===== src/rtl/ws2812b_rx_module.sv =====
// WS2812B single-wire receiver: synchronises the data line, decodes pulse widths into
// MSB-first 24-bit pixels and reports frame latch gaps and protocol errors.
module ws2812b_rx_module #(
   parameter int unsigned CYCLES_THRESHOLD = 6,
   parameter int unsigned CYCLES_MAX_HIGH  = 32,
   parameter int unsigned CYCLES_RET       = 270,
   parameter int unsigned INDEX_WIDTH      = 10
) (
   input  logic                   clk,
   input  logic                   reset,
   input  logic                   ws2812b_in,
   output logic [23:0]            pixel_data,
   output logic                   pixel_valid,
   output logic [INDEX_WIDTH-1:0] pixel_index,
   output logic                   frame_done,
   output logic [INDEX_WIDTH-1:0] frame_pixels,
   output logic                   error,
   output logic [1:0]             error_code
);

   localparam int unsigned CntMax = (CYCLES_RET > CYCLES_MAX_HIGH) ? CYCLES_RET : CYCLES_MAX_HIGH;
   localparam int unsigned CntW   = $clog2(CntMax + 1);

   typedef enum logic [1:0] {StWaitGap, StIdle, StHigh, StLow} state_e;

   state_e                 state_q, state_d;
   logic                   s1_q, s2_q;
   logic [CntW-1:0]        high_cnt_q, high_cnt_d, low_cnt_q, low_cnt_d;
   logic [CntW-1:0]        high_inc, low_inc;
   logic [4:0]             bit_cnt_q, bit_cnt_d;
   logic [INDEX_WIDTH-1:0] pix_cnt_q, pix_cnt_d;
   logic [23:0]            shift_q, shift_d;
   logic [23:0]            pixel_data_q, pixel_data_d;
   logic [INDEX_WIDTH-1:0] pixel_index_q, pixel_index_d;
   logic [INDEX_WIDTH-1:0] frame_pixels_q, frame_pixels_d;
   logic                   pixel_valid_q, pixel_valid_d;
   logic                   frame_done_q, frame_done_d;
   logic                   error_q, error_d;
   logic [1:0]             error_code_q, error_code_d;
   logic                   bit_val;

   assign high_inc = (high_cnt_q == {CntW{1'b1}}) ? high_cnt_q : high_cnt_q + CntW'(1);
   assign low_inc  = (low_cnt_q == {CntW{1'b1}}) ? low_cnt_q : low_cnt_q + CntW'(1);
   assign bit_val  = (high_cnt_q >= CntW'(CYCLES_THRESHOLD));

   always_comb begin
      state_d        = state_q;
      high_cnt_d     = high_cnt_q;
      low_cnt_d      = low_cnt_q;
      bit_cnt_d      = bit_cnt_q;
      pix_cnt_d      = pix_cnt_q;
      shift_d        = shift_q;
      pixel_data_d   = pixel_data_q;
      pixel_index_d  = pixel_index_q;
      frame_pixels_d = frame_pixels_q;
      error_code_d   = error_code_q;
      pixel_valid_d  = 1'b0;
      frame_done_d   = 1'b0;
      error_d        = 1'b0;
      unique case (state_q)
         StWaitGap: begin
            if (s2_q) begin
               low_cnt_d = '0;
            end else begin
               low_cnt_d = low_inc;
               if (low_inc == CntW'(CYCLES_RET)) state_d = StIdle;
            end
         end
         StIdle: begin
            if (s2_q) begin
               state_d    = StHigh;
               high_cnt_d = CntW'(1);
               bit_cnt_d  = '0;
               pix_cnt_d  = '0;
               shift_d    = '0;
            end
         end
         StHigh: begin
            if (s2_q) begin
               high_cnt_d = high_inc;
               if (high_inc == CntW'(CYCLES_MAX_HIGH)) begin
                  // Stuck-high line: abandon the frame and resynchronise on a full gap.
                  error_d      = 1'b1;
                  error_code_d = 2'd1;
                  shift_d      = '0;
                  bit_cnt_d    = '0;
                  pix_cnt_d    = '0;
                  high_cnt_d   = '0;
                  low_cnt_d    = '0;
                  state_d      = StWaitGap;
               end
            end else begin
               shift_d   = {shift_q[22:0], bit_val};
               low_cnt_d = CntW'(1);
               state_d   = StLow;
               if (bit_cnt_q == 5'd23) begin
                  pixel_data_d  = {shift_q[22:0], bit_val};
                  pixel_index_d = pix_cnt_q;
                  pixel_valid_d = 1'b1;
                  pix_cnt_d     = pix_cnt_q + INDEX_WIDTH'(1);
                  bit_cnt_d     = '0;
               end else begin
                  bit_cnt_d = bit_cnt_q + 5'd1;
               end
            end
         end
         StLow: begin
            if (s2_q) begin
               state_d    = StHigh;
               high_cnt_d = CntW'(1);
            end else begin
               low_cnt_d = low_inc;
               if (low_inc == CntW'(CYCLES_RET)) begin
                  frame_done_d   = 1'b1;
                  frame_pixels_d = pix_cnt_q;
                  if (bit_cnt_q != 5'd0) begin
                     error_d      = 1'b1;
                     error_code_d = 2'd2;
                  end
                  bit_cnt_d = '0;
                  shift_d   = '0;
                  state_d   = StIdle;
               end
            end
         end
         default: state_d = StWaitGap;
      endcase
   end

   always_ff @(posedge clk) begin
      if (reset) begin
         state_q        <= StWaitGap;
         s1_q           <= 1'b0;
         s2_q           <= 1'b0;
         high_cnt_q     <= '0;
         low_cnt_q      <= '0;
         bit_cnt_q      <= '0;
         pix_cnt_q      <= '0;
         shift_q        <= '0;
         pixel_data_q   <= '0;
         pixel_index_q  <= '0;
         frame_pixels_q <= '0;
         pixel_valid_q  <= 1'b0;
         frame_done_q   <= 1'b0;
         error_q        <= 1'b0;
         error_code_q   <= '0;
      end else begin
         state_q        <= state_d;
         s1_q           <= ws2812b_in;
         s2_q           <= s1_q;
         high_cnt_q     <= high_cnt_d;
         low_cnt_q      <= low_cnt_d;
         bit_cnt_q      <= bit_cnt_d;
         pix_cnt_q      <= pix_cnt_d;
         shift_q        <= shift_d;
         pixel_data_q   <= pixel_data_d;
         pixel_index_q  <= pixel_index_d;
         frame_pixels_q <= frame_pixels_d;
         pixel_valid_q  <= pixel_valid_d;
         frame_done_q   <= frame_done_d;
         error_q        <= error_d;
         error_code_q   <= error_code_d;
      end
   end

   assign pixel_data   = pixel_data_q;
   assign pixel_valid  = pixel_valid_q;
   assign pixel_index  = pixel_index_q;
   assign frame_done   = frame_done_q;
   assign frame_pixels = frame_pixels_q;
   assign error        = error_q;
   assign error_code   = error_code_q;

endmodule


===== config.mk =====
export PLATFORM = sky130hd
export DESIGN_NAME = ws2812b_rx_module
export DESIGN_NICKNAME = d
export VERILOG_FILES = /design/src/rtl/ws2812b_rx_module.sv
export SDC_FILE = /design/constraint.sdc
export NUM_CORES = 1
export LEC_CHECK = 0
export ABC_AREA = 1
export ABC_CLOCK_PERIOD_IN_PS = 4500
export CAP_MARGIN = 20
export CORE_MARGIN = 2
export CORE_UTILIZATION = 45
export CTS_CLUSTER_DIAMETER = 150
export CTS_CLUSTER_SIZE = 28
export DETAILED_ROUTE_END_ITERATION = 10
export GPL_TIMING_DRIVEN = 0
export PLACE_DENSITY_LB_ADDON = 0.2
export SLEW_MARGIN = 25
export SYNTH_ARGS = -nofsm -noshare
export SYNTH_HDL_FRONTEND = slang
export SYNTH_SLANG_ARGS = --single-unit

===== constraint.sdc =====
create_clock -name clk -period 4.5 [get_ports clk]
set_input_delay 0.9 -clock clk [delete_from_list [all_inputs] [get_ports clk]]
set_output_delay 0.9 -clock clk [all_outputs]
set_load 0.02 [all_outputs]

# Word-level counts from Yosys, hierarchy flattened
# Index checks and enable logic that the tools add are counted.
# op_classes
addsub,4
magnitude_cmp,1
eq_ne,18
n_mux,50
bitwise,3
reduce_logical,18
# ops
op,count
$mux W23,5
$mux W9,9
$pmux W23 S3,1
$mux W10,4
$mux W5,6
$eq A9 B9 Y1 const B,3
$pmux W9 S3,1
$mux W2,11
$pmux W10 S2,1
$add A9 B1 Y9 const B,2
$pmux W9 S2,1
$pmux W5 S3,1
$reduce_and A3 Y1,5
$ne A2 B2 Y1 const B,7
$add A10 B1 Y10 const B,1
$eq A9 B6 Y1 const B,1
$ge A9 B3 Y1 const B,1
$pmux W2 S4,1
$mux W1,7
$ne A3 B3 Y1 const B,2
$reduce_and A6 Y1,1
$reduce_bool A2 Y1,3
$reduce_bool A3 Y1,2
$reduce_or A3 Y1,2
other kinds (13),16
# word_totals
inputBits,3
elab_cells,109
regBits,109
output_inout_bits,49

# Logic depth before layout (Yosys ltp)
# depth
ltp_word,6
depth_mapped,15
mapped_depth_nobuf,14

# Least setup slack after synthesis
# Ideal clock, no wire load.
# synth_path
kind,register to register
from,register high_cnt_q[0]
to,register bit_cnt_q[3]
setup_time_ns,0.113
period_less_slack_ns,2.013
t_arrival_ns,1.900
required_ns,4.387
path_stages_with_launch,14
path_slack_ns,2.487
path_buffers,1
path_cell_list,dfxtp_1 > ha_1 > inv_1 > nor2_2 > nand4_1 > nand2_1 > nand2_1 > nor2_4 > nand2_2 > a21oi_4 > buf_4 > nand4_1 > nand2_1 > nor2_1
# synth_between
elab_chain_cells,5
elab_cells_between_ends,6
cone_classes,add/sub: 1; eq/ne: 3; mux: 1; reduce/logical: 1
# synth_rtl
element,line_no,text
start: declaration,28,"logic [CntW-1:0] high_cnt_q, high_cnt_d, low_cnt_q, low_cnt_d;"
start signal: assignment,151,high_cnt_q <= high_cnt_d;
$add A9 B1 Y9 or $eq A9 B9 Y1 (tied branches),42,assign high_inc = (high_cnt_q == {CntW{1'b1}}) ? high_cnt_q : high_cnt_q + CntW'(1);
$mux W9 *,42,
$eq A9 B6 Y1 *,81,if (high_inc == CntW'(CYCLES_MAX_HIGH)) begin
$ne A3 B3 Y1 (no source line) *,-,
$reduce_and A5 Y1 (no source line) *,-,
end signal: assignment,153,bit_cnt_q <= bit_cnt_d;
end: declaration,30,"logic [4:0] bit_cnt_q, bit_cnt_d;"
# Every way passes the cells marked *; elsewhere a longest branch is shown, timed or not.
# A chain may end at the register's enable or synchronous reset.

# Worst setup path after layout
# layout_path
from,register high_cnt_q[1]
to,register low_cnt_q[5]
# layout_between
elab_chain_cells,5
elab_cells_between_ends,6
cone_classes,add/sub: 1; eq/ne: 3; mux: 1; reduce/logical: 1
# layout_rtl
element,line_no,text
$add A9 B1 Y9 or $eq A9 B9 Y1 (tied branches),42,
$mux W9 *,42,
$eq A9 B6 Y1 *,81,
$ne A3 B3 Y1 (no source line) *,-,
$reduce_and A3 Y1 (no source line) *,-,
end signal: assignment,152,low_cnt_q <= low_cnt_d;
end: declaration,28,
# Marks and branches as above.

==> results.txt <==
----------------------------------------------------
[Worst hold path]
  End of the worst hold path ... s2_q
  Worst Min Path Start ... s1_q
  Hold path depth ... 2
  Min-delay worst type ... reg -> reg

[Logic synthesis]
  Area share of the leading cell type in the synthesized netlist ... 42.1%
  Sequential cell area fraction in the yosys report ... 42.1%
  Yosys warning total ... 0
  Flip-flop and latch count after synthesis ... between 100 and 150
  Cell type with the largest total area after synthesis ... dfxtp_1
  Post-synth net total ... around 760
  Post-Synthesis Cell Area ... 5180 um^2
  Dominant synthesized flop cell ... dfxtp_1
  Count of cell types in the netlist ... 36
  Top cell types by occurrence after synthesis ... nor2_1, nand2_1, dfxtp_1
  Async set-reset flop share out of synthesis ... 0%
  Count of flip-flops with a built-in enable after synthesis ... 0
  Area contributors post-synth ... dfxtp_1, nor2_1, nand2_1
  Mean instance size in the synthesized netlist ... 6.88 um^2
  Cells after synthesis ... ~750
  Most instantiated library cell after synthesis ... nor2_1

[Pwr]
  Internal power ... approximately 1.4 mW
  Net switching share of the total power ... between 20% and 30%
  Leakage power ... 2.56 nW
  Combinational fraction of design power ... 3.0%
  Sequential share of power ... 53.0%
  Max VDD drop ... around 0.19 mV
  Total Power Consumption ... 1.84 mW
  Switching Power ... a little over 0.4 mW
  Pwr Density ... 298 nW/um^2
  Relative contribution of the clock network to total power ... around 44%

[Detailed routing]
  DRC ... 0
  Total Wirelength ... 12.7 mm
  Post-detailed-route via-to-cell ratio ... approximately 5.0
  Antenna viol nets, final ... 0
  Per-cell routed wire length ... 13.2 um
  Routed via count ... about 5000
  DRT iter0 DRCs ... 291
  Initial DRT Pass Iterations ... 7

[Global route]
  Global-route usage over all layers ... 21.0%
  Met2 GRT Util ... 34.5%
  Via count of the first global-routing pass ... 4677
  GR Layer Usage met1 ... 27.9%
  Total grt overflow ... 0
  Met3 routing resource usage after global routing ... 2.68%
  First-pass GRT wire length ... roughly 22 mm
  Global-route layer with the greatest usage ... met2
  Number of antenna violations at the first check in global routing ... 0
  Maximum number of pins on one net before global-route repair ... 18

[Critical path]
  Critical Path AT ... 2650 ps
  Data required time of the worst path ... between 4000 and 5000 ps
  Worst Path Max Fanout ... 9
  R2r endpoint ... low_cnt_q[5]
  Category of the most critical setup path ... reg -> reg
  Startpoint class of the critical path ... flop
  Cells on worst reg2reg path ... 12
  Startpoint of the worst-slack reg-to-reg timing path ... high_cnt_q[1]
  Kind of end point of the critical path ... flop
  Reg-to-reg slack, setup ... 2090 ps

[STA]
  Unrepaired setup endpoints after global routing ... false
  Final count of negative-setup-slack endpoints ... 0
  Final Critical Period ... around 2400 ps
  Worst slew slack as a fraction of its limit ... 49.9%
  Final hold vios ... 0
  Final sum of negative setup slack ... 0 ps
  Upper clock frequency limit ... ~410 MHz
  Setup slack after layout ... 2090 ps
  Pin slew with the least headroom to its limit ... 749 ps
  Share of the cycle needed by the critical path after routing ... 53.6%
  Setup skew after layout ... 7.27 ps
  Max-slew violations ... 0

[Floorplan]
  Effective utilization at floorplan ... a little under half
  Die H ... 111 um
  Floorplan core area ... about 11000 um^2
  Die span in x ... 111 um
  Full die area ... 12400 um^2
  Count of boundary I/O pins ... 52
  Rows ... 39

[Finish]
  Diodes inserted ... 0
  Filler cells ... around 1100
  Area grow syn2layout ... 19.1%
  Nets ... 824
  Final Cell Area ... 6170 um^2
  Post-route core utilization ... 54.5%
  Fraction of layout cells with a size suffix above 1 ... ~7.2%

[Clock network]
  Post_cts resized ... 0
  H-tree depth ... 3
  TritonCTS clock tree ... yes
  Clock latency reported for the late side of the worst-skew pair ... 350 ps
  Clock input transition at the sequential cells of the worst setup and hold paths ... 70 ps
  Post-CTS Setup Inserts ... 0
  Cell chosen for the clock root ... clkbuf_16
  Number of buffers inserted during clock tree synthesis ... 9
  Clock net sink count ... 109
  Cts-stage hold buffer count ... 0
  Number of buffers on the longest clock path ... 2

[Run]
  Number of maximum-capacitance constraint violations ... 0

[Place]
  Buffers added on ports ... 51
  Placed Instance Area ... just under 6000 um^2
  Routability-driven placement congestion ratio ... 0.878
  Estimated wirelength of the detail-placed design ... 9.09 mm
  Post-place setup slack ... between 1500 and 2000 ps

[Outcome]
  Status ... finished clean

----------------------------------------------------
## worst max-delay path by stage
stage,start,end,cells after the start
2_1_floorplan,high_cnt_q[0],bit_cnt_q[3],13
3_3_place_gp,reset,frame_done,4
3_5_place_dp,reset,frame_done,4
4_1_cts,high_cnt_q[0],shift_q[11],13
5_1_grt,high_cnt_q[1],shift_q[13],13
6_report,high_cnt_q[1],low_cnt_q[5],12
## final cells by class
class,instances,area (um^2),share of cell area [%]
Timing Repair Buffer,51,510,8.27
Inverter,68,255,4.14
Clock buffer,11,243,3.93
Clock inverter,5,58.8,0.953
Sequential cell,109,2180,35.4
Tap cell,143,179,2.90
Buffer,36,189,3.06
Multi-Input combinational cell,540,2550,41.4
## cell families after synthesis
family	after synthesis	share of synthesized area (%)
simple gates	416	35.5
compound gates	111	11.2
flops	109	42.1
buf+inv	104	8.58
xor+xnor	7	1.18
fa+ha+maj	6	1.45
## state kept, by name, summed over array words and instances, names as in the netlist
register and count:
bit_cnt_q 5, error 1, error_code 2, frame_done 1, frame_pixels 10, high_cnt_q 9
low_cnt_q 9, pix_cnt_q 10, pixel_data 24, pixel_index 10, pixel_valid 1, s1_q 1
s2_q 1, shift_q 23, state_q 2
## metrics by stage
stage | hold slack (ps) | std cells
6_report | 409 | 963
5_1_grt | 415 | 963
4_1_cts | 412 | 963
3_5_place_dp | 402 | 947
3_3_place_gp | 400 | 947
2_1_floorplan | 388 | 753
## power groups by stage
| stage | Clock, mW | Combinational [mW] | Sequential [mW] |
|---|---|---|---|
| floorplan | 0 | 0.0397 | 0.997 |
| global placement | 0 | 0.0528 | 0.998 |
| detailed placement | 0 | 0.0543 | 0.999 |
| CTS | 0.823 | 0.0548 | 0.976 |
| global route | 0.860 | 0.0632 | 0.977 |
| finish | 0.810 | 0.0550 | 0.976 |
## cells in the final DEF (no fill, tap or decap), types with 2 or more instances in the layout
| cell type | netlist | final |
|---|---|---|
| xnor2_1 | 2 | 2 |
| buf_6 | 4 | 4 |
| o21ai_1 | 7 | 7 |
| nand3_1 | 33 | 33 |
| clkbuf_16 | 0 | 9 |
| dfxtp_1 | 109 | 109 |
| nand4_1 | 33 | 33 |
| buf_4 | 5 | 5 |
| nand2_4 | 2 | 2 |
| nor2_1 | 163 | 163 |
| ha_1 | 6 | 6 |
| nand2_2 | 8 | 8 |
| clkinv_1 | 2 | 2 |
| inv_1 | 62 | 62 |
| clkinvlp_4 | 0 | 2 |
| nor3_1 | 4 | 4 |
| o21ai_0 | 51 | 51 |
| inv_2 | 4 | 4 |
| nand3_2 | 4 | 4 |
| xor2_1 | 5 | 5 |
| clkbuf_1 | 21 | 22 |
| buf_2 | 4 | 4 |
| nor2_2 | 6 | 6 |
| clkdlybuf4s50_1 | 0 | 51 |
| a21oi_1 | 48 | 48 |
| nor2_4 | 3 | 3 |
| buf_1 | 2 | 2 |
| nand2_1 | 154 | 154 |
## critical path, stage by stage, from the launching register on
cell and delay [ps]:
dfxtp_1 450, ha_1 280, nand3_2 130, o21ai_1 180, nand2_1 90, nor2_1 90
nand2_1 90, nor2_4 120, nand2_2 100, a21oi_4 310, nand2_2 210, a21oi_1 190
nor2_1 70
## per-layer routing
layer / routed length, um / part of all wire [%]
met1: 6100 / 48
met5: 0 / 0
met4: 270 / 2.1
met3: 382 / 3.0
met2: 5980 / 47
Note: power is estimated with default switching activity, not from simulation.
